[config.mk]
export PLATFORM = sky130hd
export DESIGN_NAME = feature_collector_flat
export DESIGN_NICKNAME = d
export VERILOG_FILES = /design/src/rtl/feature_collector_pkg.sv /design/src/rtl/feature_collector_if.sv /design/src/rtl/feature_fifo.sv /design/src/rtl/feature_collector.sv /design/src/flat_wrapper.sv
export SDC_FILE = /design/constraint.sdc
export NUM_CORES = 1
export LEC_CHECK = 0
export CORE_MARGIN = 5
export CORE_UTILIZATION = 46
export CTS_CLUSTER_DIAMETER = 30
export DETAILED_ROUTE_END_ITERATION = 7
export GPL_ROUTABILITY_DRIVEN = 0
export PLACE_DENSITY_LB_ADDON = 0.2
export SETUP_SLACK_MARGIN = 0.05
export SLEW_MARGIN = 20
export SYNTH_ARGS = -nofsm -noshare
export SYNTH_HDL_FRONTEND = slang
export SYNTH_SLANG_ARGS = --single-unit
[constraint.sdc]
create_clock -name clk -period 2.67 [get_ports clk]
set_input_delay 0.6675 -clock clk [delete_from_list [all_inputs] [get_ports clk]]
set_output_delay 0.6675 -clock clk [all_outputs]
set_load 0.01 [all_outputs]
[src/rtl/feature_collector_pkg.sv]
// Shared types and address-field constants for the feature collector.
package feature_collector_pkg;

  localparam int ADDR_WIDTH = 16;
  localparam int ROW_MSB    = 15;
  localparam int ROW_LSB    = 8;
  localparam int COL_MSB    = 7;

  typedef enum logic [1:0] {
    IDLE    = 2'd0,
    COLLECT = 2'd1,
    DRAIN   = 2'd2,
    DONE    = 2'd3
  } state_t;

endpackage

[src/rtl/feature_collector_if.sv]
// Upstream decision stream and downstream feature stream of the collector.
interface feature_collector_if #(
  parameter int ADDR_WIDTH = 16
);
  logic                  in_isfeature;
  logic [ADDR_WIDTH-1:0] in_feature_addr;
  logic                  in_feature_valid;
  logic                  ready_for_new_feature;

  logic                  out_feature_valid;
  logic [ADDR_WIDTH-1:0] out_feature_addr;
  logic [7:0]            out_feature_row;
  logic [7:0]            out_feature_col;
  logic                  in_feature_req;

  // slave is the collector; master is the NMS stage plus the host reader
  modport slave (
    input  in_isfeature, in_feature_addr, in_feature_valid, in_feature_req,
    output ready_for_new_feature, out_feature_valid, out_feature_addr,
           out_feature_row, out_feature_col
  );

  modport master (
    output in_isfeature, in_feature_addr, in_feature_valid, in_feature_req,
    input  ready_for_new_feature, out_feature_valid, out_feature_addr,
           out_feature_row, out_feature_col
  );

endinterface

[src/rtl/feature_fifo.sv]
// First-word fall-through FIFO; an extra pointer bit separates full from empty.
module feature_fifo #(
  parameter int DEPTH = 16,
  parameter int WIDTH = 16
) (
  input  logic             clk,
  input  logic             rst,
  input  logic             push,
  input  logic             pop,
  input  logic [WIDTH-1:0] din,
  output logic [WIDTH-1:0] dout,
  output logic             full,
  output logic             empty
);

  localparam int PW = $clog2(DEPTH);

  logic [PW:0]      wr_ptr;
  logic [PW:0]      rd_ptr;
  logic [WIDTH-1:0] mem [DEPTH];
  logic             do_push;
  logic             do_pop;

  assign do_push = push & ~full;
  assign do_pop  = pop & ~empty;

  // NOTE: non-blocking assignments for all clocked state so every register samples pre-edge values.
  always_ff @(posedge clk or posedge rst) begin
    if (rst) begin
      wr_ptr <= '0;
      rd_ptr <= '0;
    end else begin
      if (do_push) wr_ptr <= wr_ptr + 1'b1;
      if (do_pop)  rd_ptr <= rd_ptr + 1'b1;
    end
  end

  // NOTE: storage is not reset; the pointers alone define which entries are meaningful.
  always_ff @(posedge clk) begin
    if (do_push) mem[wr_ptr[PW-1:0]] <= din;
  end

  assign empty = (wr_ptr == rd_ptr);
  assign full  = (wr_ptr[PW] != rd_ptr[PW]) && (wr_ptr[PW-1:0] == rd_ptr[PW-1:0]);
  // Forcing zero while empty keeps the head clean after reset and between frames.
  assign dout  = empty ? '0 : mem[rd_ptr[PW-1:0]];

endmodule

[src/rtl/feature_collector.sv]
// Terminal sink of the corner pipeline: buffers detected features and keeps per-frame statistics.
module feature_collector #(
  parameter int FIFO_DEPTH  = 16,
  parameter int ADDR_WIDTH  = feature_collector_pkg::ADDR_WIDTH,
  parameter int COUNT_WIDTH = 24
) (
  input  logic                   clk,
  input  logic                   rst,
  input  logic                   start,
  input  logic                   frame_end,
  feature_collector_if.slave     bus,
  output logic [COUNT_WIDTH-1:0] event_count,
  output logic [COUNT_WIDTH-1:0] feature_count,
  output logic                   busy,
  output logic                   frame_done
);

  import feature_collector_pkg::*;

  state_t                state;
  logic                  fifo_full;
  logic                  fifo_empty;
  logic                  ready;
  logic                  accept;
  logic                  push;
  logic                  pop;
  logic [ADDR_WIDTH-1:0] head;

  // Ready depends only on registered state and occupancy, never on the incoming valid.
  assign ready  = (state == COLLECT) && !fifo_full;
  assign accept = bus.in_feature_valid & ready;
  assign push   = accept & bus.in_isfeature;
  assign pop    = !fifo_empty & bus.in_feature_req;

  feature_fifo #(
    .DEPTH (FIFO_DEPTH),
    .WIDTH (ADDR_WIDTH)
  ) u_fifo (
    .clk   (clk),
    .rst   (rst),
    .push  (push),
    .pop   (pop),
    .din   (bus.in_feature_addr),
    .dout  (head),
    .full  (fifo_full),
    .empty (fifo_empty)
  );

  assign bus.ready_for_new_feature = ready;
  assign bus.out_feature_valid     = !fifo_empty;
  assign bus.out_feature_addr      = head;
  assign bus.out_feature_row       = head[ROW_MSB:ROW_LSB];
  assign bus.out_feature_col       = head[COL_MSB:0];

  always_ff @(posedge clk or posedge rst) begin
    if (rst) begin
      state      <= IDLE;
      busy       <= 1'b0;
      frame_done <= 1'b0;
    end else begin
      frame_done <= 1'b0;
      case (state)
        IDLE: begin
          if (start) begin
            state <= COLLECT;
            busy  <= 1'b1;
          end
        end
        COLLECT: begin
          if (frame_end) state <= DRAIN;
        end
        DRAIN: begin
          if (fifo_empty) begin
            state      <= DONE;
            busy       <= 1'b0;
            frame_done <= 1'b1;
          end
        end
        DONE:    state <= IDLE;
        default: state <= IDLE;
      endcase
    end
  end

  // Counters saturate and hold across IDLE so the host can read them after the frame.
  always_ff @(posedge clk or posedge rst) begin
    if (rst) begin
      event_count   <= '0;
      feature_count <= '0;
    end else if (state == IDLE && start) begin
      event_count   <= '0;
      feature_count <= '0;
    end else if (accept) begin
      if (event_count != '1) event_count <= event_count + 1'b1;
      if (bus.in_isfeature && feature_count != '1) feature_count <= feature_count + 1'b1;
    end
  end

endmodule

[src/flat_wrapper.sv]
// flat-port wrapper written by rule: the top's interface ports become plain ports
module feature_collector_flat import feature_collector_pkg::*;
#(
  parameter int FIFO_DEPTH  = 16,
  parameter int ADDR_WIDTH  = feature_collector_pkg::ADDR_WIDTH,
  parameter int COUNT_WIDTH = 24
)
  (clk, rst, start, frame_end, event_count, feature_count, busy, frame_done, bus_in_isfeature, bus_in_feature_addr, bus_in_feature_valid, bus_in_feature_req, bus_ready_for_new_feature, bus_out_feature_valid, bus_out_feature_addr, bus_out_feature_row, bus_out_feature_col);
  feature_collector_if #(.ADDR_WIDTH(ADDR_WIDTH)) bus_i ();
  input  logic clk;
  input  logic rst;
  input  logic start;
  input  logic frame_end;
  output logic [COUNT_WIDTH-1:0] event_count;
  output logic [COUNT_WIDTH-1:0] feature_count;
  output logic busy;
  output logic frame_done;
  input wire logic [$bits(bus_i.in_isfeature)-1:0] bus_in_isfeature;
  input wire logic [$bits(bus_i.in_feature_addr)-1:0] bus_in_feature_addr;
  input wire logic [$bits(bus_i.in_feature_valid)-1:0] bus_in_feature_valid;
  input wire logic [$bits(bus_i.in_feature_req)-1:0] bus_in_feature_req;
  output wire logic [$bits(bus_i.ready_for_new_feature)-1:0] bus_ready_for_new_feature;
  output wire logic [$bits(bus_i.out_feature_valid)-1:0] bus_out_feature_valid;
  output wire logic [$bits(bus_i.out_feature_addr)-1:0] bus_out_feature_addr;
  output wire logic [$bits(bus_i.out_feature_row)-1:0] bus_out_feature_row;
  output wire logic [$bits(bus_i.out_feature_col)-1:0] bus_out_feature_col;
  assign bus_i.in_isfeature = bus_in_isfeature;
  assign bus_i.in_feature_addr = bus_in_feature_addr;
  assign bus_i.in_feature_valid = bus_in_feature_valid;
  assign bus_i.in_feature_req = bus_in_feature_req;
  assign bus_ready_for_new_feature = bus_i.ready_for_new_feature;
  assign bus_out_feature_valid = bus_i.out_feature_valid;
  assign bus_out_feature_addr = bus_i.out_feature_addr;
  assign bus_out_feature_row = bus_i.out_feature_row;
  assign bus_out_feature_col = bus_i.out_feature_col;
  feature_collector #(.FIFO_DEPTH(FIFO_DEPTH), .ADDR_WIDTH(ADDR_WIDTH), .COUNT_WIDTH(COUNT_WIDTH)) u_core (.clk(clk), .rst(rst), .start(start), .frame_end(frame_end), .bus(bus_i), .event_count(event_count), .feature_count(feature_count), .busy(busy), .frame_done(frame_done));
endmodule
# Word-level counts from Yosys, hierarchy flattened
# Memories as Yosys holds them, arrays and structs flattened.
# Cells that the tools add are included.
# Widths: inputs -> output; s select.
classes:
  n_mul: 0
  n_reduce_logical: 15
  addsub: 4
  n_lt_le_gt_ge: 0
  n_mux: 18
  n_shift: 0
  bitwise: 7
  n_div: 0
  eq_ne: 11
ops:
  columns: ["operator", "n"]
  rows:
  - ["$mux 24", 6]
  - ["$add 24x1->24 const B", 2]
  - ["$ne 24x24->1 const B", 2]
  - ["$mux 16", 1]
  - ["$add 5x1->5 const B", 2]
  - ["$pmux 2 s4", 1]
  - ["$reduce_bool 2->1", 4]
  - ["$mux 1", 6]
  - ["$mux 2", 3]
  - ["$reduce_and 3->1", 2]
  - ["$and 1x1->1", 5]
  - ["$eq 5x5->1", 1]
  - ["$eq 2x2->1 const B", 2]
  - ["$eq 4x4->1", 1]
  - ["$logic_and 1x1->1", 4]
  - ["$ne 2x2->1 const B", 2]
  - ["$reduce_and 2->1", 2]
  - ["$eq 2x1->1 const B", 1]
  - ["$logic_not 1->1", 2]
  - ["$logic_not 2->1", 1]
  - ["$ne 2x1->1 const B", 1]
  - ["$not 1->1", 2]
  - ["$pmux 1 s2", 1]
  - ["$ne 1x1->1", 1]
word_totals:
  ram_bits: 256
  latch_bits: 0
  in_bits: 23
  register_bits: 62
  memories: 1
  word_cells: 63
  romBits: 0
memory_table:
  columns: ["memory", "words", "word_bits", "rd", "rd_ports_with_merged_regs", "write_ports", "line", "rtl"]
  rows:
  - ["u_core.u_fifo.mem", 16, 16, 1, 0, 1, "feature_fifo.sv:20", "logic [WIDTH-1:0] mem [DEPTH];"]

# Logic depth before layout (Yosys ltp)
depth:
  word_depth: 9
  mapped_depth: 9
  ltp_nobuf: 7

# Hierarchy
# From an unflattened synthesis, not the netlist that was laid out.
hier_totals:
  cells_unflattened: 791
  area_unflattened_um2: 13410.4
modules_own_cells:
  columns: ["module", "instances", "seq_area_each_um2", "cells_per_inst", "area_each_um2"]
  rows:
  - ["feature_fifo", 1, 7937.6, 465, 10403.7]
  - ["feature_collector", 1, 1301.2, 326, 3006.6]

# Worst setup path before layout
# Ideal clock, no wire load.
synth_path:
  path_kind: "reg2out"
  from: "register u_core.u_fifo.rd_ptr[1]"
  to: "output port bus_out_feature_row[1]"
  setup_slack_ps: -173
  required_time_ps: 2003
  t_arrival_ps: 2176
  path_stages_with_launch: 7
  path_cell_list: "dfrtp_1 buf_1 clkbuf_1 mux4_2 mux4_2 and2_1 buf_4"
synth_between:
  elab_chain_cells: 2
synth_rtl:
  columns: ["item", "line", "rtl"]
  rows:
  - ["from (decl)", "feature_fifo.sv:19", "logic [PW:0] rd_ptr;"]
  - ["from (signal assigned)", "feature_fifo.sv:34", "if (do_pop) rd_ptr <= rd_ptr + 1'b1;"]
  - ["$mem_v2 16x16 / $eq 5x5->1 (equally long branches)", null, null]
  - ["$mux 16 *", "feature_fifo.sv:46", "assign dout = empty ? '0 : mem[rd_ptr[PW-1:0]];"]
  - ["to (decl)", "flat_wrapper.sv:25", "output wire logic [$bits(bus_i.out_feature_row)-1:0] bus_out_feature_row;"]
# Every way passes the cells marked *; elsewhere a longest branch is shown, timed or not.

# Final worst setup path
layout_path:
  from: "register u_core.u_fifo.rd_ptr[0]"
  to: "output port bus_out_feature_addr[4]"
layout_between:
  elab_chain_cells: 2
layout_rtl:
  columns: ["item", "line", "rtl"]
  rows:
  - ["$mem_v2 16x16 / $eq 5x5->1 (equally long branches)", null, null]
  - ["$mux 16 *", "feature_fifo.sv:46", null]
  - ["to (decl)", "flat_wrapper.sv:24", "output wire logic [$bits(bus_i.out_feature_addr)-1:0] bus_out_feature_addr;"]
# Marks and branches as above.

==> out/metrics.csv <==
metric,value,unit
io_buffers,106,
critical-path-slowest-cell,dfrtp_4,
dpl.cell_count,1306,
yosys.area_share.adder,0.00920,
grt_pass1_vias,8457,
muxShareOfSynthArea,0.140,
synth_cell_types,50,
min_path_type,in2async,
crit_required,2.00,ns
hold_ws,0.518,ns
utilization,0.649,
syn_nets,833,
cts_buffer_depth,3,
drtIter0Drc,650,
ys_seq_area_frac,0.680,
drc_errors,0,
synth_enable_flop_cells,256,
ys_seq_elements,318,
setup_ws,-0.728,ns
vias,8428,
cp_num_buf_inv,4,
clk_latency,0.56,ns
core_area,29400,um^2
root_buffer,clkbuf_16,
first_pass_iters,5,
cap_violations,0,
start_kind,flop,
grt_max_degree,63,
layout_commonest_cell,edfxtp_1,
route.met2.wl,17.4,mm
finalCritPeriodShare,1.27,
p_comb_frac,0.317,
finalHoldViolations,0,
diodes,0,
netlist_instances,800,
wl_per_cell,23.7,um
tightest_slew,0.916,ns
synthXorXnorAreaFrac,0.00902,
cp_max_fo,6,
dieArea,33100,um^2
ios,107,
overflow,0,
seqPwrFrac,0.269,
maxSlewViolCount,0,
layout.cells.non_filler,1478,
dr_wl_met3,2.10,mm
fmax,0.294,GHz
synthArstFlopShare,0.195,
skew,0.0249,ns
yosys_warnings,0,
cp.arrival,2.73,ns
clk_pin_slew,0.05,ns
max_slew_margin,0.387,
die_h,182,um
nets,1065,
rsz0062_at_grt,true,
synth_compound_area_frac,0.0471,
setup_viol_count_final,204,
power.total,21.4,mW
start_util,0.462,
violations,setup timing,
swShare,0.270,
yosys.area_share.simple,0.0828,
die_w,182,um
cts_tree,done,
hpwl,18.7,mm
syn_area_per_cell,17.0,um^2
clock_sinks,318,
post_drt_via_cell_ratio,5.70,
critPathKind,reg2out,
cts_buffers,69,
finalCriticalPeriod,3.40,ns
ir_drop,1.00,mV
wl_met1,14.8,mm
netlist_area,13600,um^2
endpoint_kind,primary output,
power_density,1120,nW/um^2
netSwitchingPower,5.78,mW
drive_above_1_share,0.365,
ys.flop_type,edfxtp_1,
leakage,6.85,nW
placed_area,15600,um^2
final_area,19100,um^2
num_rows,63,
h-tree-depth,3,
pwr-share-clk,0.414,
synth_top_family_by_area,multiplexers,
wl,35.0,mm
grt_usage,0.198,
cpPeakStageDelay,0.54,ns
p_int,15.6,mW
area_delta_synth_final,40.3,%
highest_layer,met4,
antenna_found_initial,0,
grt_pass1_wl,50.6,mm
crit_family,multiplexers,
crit_chain,buf_6 -> buf_12 -> buf_12 -> mux4_2 -> mux4_2 -> and2_4 -> buf_6,
ant_nets,0,
final_cell_mix,"edfxtp_1, clkbuf_16, mux4_2",
status,finished with violations,
## kinds of logic (layout without fill, tap and decap cells)
logic type,Yosys count,count (layout)
DFF,318,318
and+or+nand+nor,198,198
AOI/OAI and AO/OA,99,101
muxes,89,89
buffers and inverters,72,358
xor gates and xnor gates,14,14
adders and majority gates,10,10
## through the flow
step,TNS (ns),setup slack (ns)
2_1_floorplan,-0.471,-0.0359
3_3_place_gp,-13.29,-0.415
3_5_place_dp,-13.44,-0.432
4_1_cts,-22.20,-0.738
5_1_grt,-44.59,-0.790
6_report,-32.70,-0.728
## power groups by stage
stage          logic [mW]  registers, mW  clock network (mW)
2_1_floorplan        3.69           5.77                   0
3_3_place_gp         5.50           5.83                   0
3_5_place_dp         5.55           5.84                   0
4_1_cts              6.55           5.75                8.98
5_1_grt              7.22           5.78                9.26
6_report             6.79           5.76                8.86
## routing by layer
layer / vias to the layer above / track usage
met5: - / 0
met4: 0 / 0.0639
met3: 58 / 0.0439
met2: 288 / 0.312
met1: 4356 / 0.277
li1: 3726 / -
## timing repair
action                                  in CTS  in global routing
cloned                                       7                 14
setup buffers                               16                 11
gates resized for setup                    199                 96
hold buffers                                 0                  0
endpoints found under the setup margin      34                288
pin swaps                                    9                 13
## flip-flops by register name, indices dropped and copies added, names as in the netlist
| register | count |
|---|---|
| u_core.u_fifo.wr_ptr | 5 |
| u_core.u_fifo.mem | 256 |
| u_core.state | 2 |
| u_core.u_fifo.rd_ptr | 5 |
| u_core.event_count | 24 |
| u_core.busy | 1 |
| u_core.feature_count | 24 |
| u_core.frame_done | 1 |
## path summary, 6_finish.rpt
check / from / end / slack, ns / cells past startpoint
max: u_core.u_fifo.rd_ptr[0] / bus_out_feature_addr[4] / -0.73 / 7
min in group clk: u_core.state[1] / u_core.state[1] / 0.54 / 1
max in group asynchronous: rst / u_core.event_count[18] / 1.85 / 3
min: rst / u_core.u_fifo.rd_ptr[0] / 0.52 / 3
min reg2reg: u_core.state[1] / u_core.state[1] / 0.54 / 1
max reg2reg: u_core.u_fifo.rd_ptr[0] / u_core.u_fifo.mem[3][0] / -0.16 / 14
## Yosys cell counts (14+ instances only)
master / count / area [um^2]
dfrtp_1: 62 / 1550
edfxtp_1: 256 / 7690
buf_2: 15 / 75.1
inv_1: 14 / 52.6
buf_4: 18 / 135
nand2_1: 34 / 128
o31ai_1: 23 / 173
or4_1: 26 / 195
nor2_1: 20 / 75.1
and2_1: 20 / 125
a21oi_1: 36 / 180
mux4_2: 77 / 1730
nand3_1: 28 / 140
clkbuf_1: 15 / 56.3
and3_1: 20 / 125
## layout make-up
type                            count  area (um^2)
Multi-Input combinational cell    412         4140
Sequential cell                   318         9240
Inverter                           14         52.6
Tap cell                          390          488
Fill cell                        1983        10300
Clock inverter                     47          641
Timing Repair Buffer              217         2690
Clock buffer                       80         1820
## worst min-delay path, cell delays in order
cell	delay (ns)
clkdlybuf4s50_1	0.42
inv_2	0.07
buf_12	0.30
No activity file was read; power rests on OpenSTA's default activity.
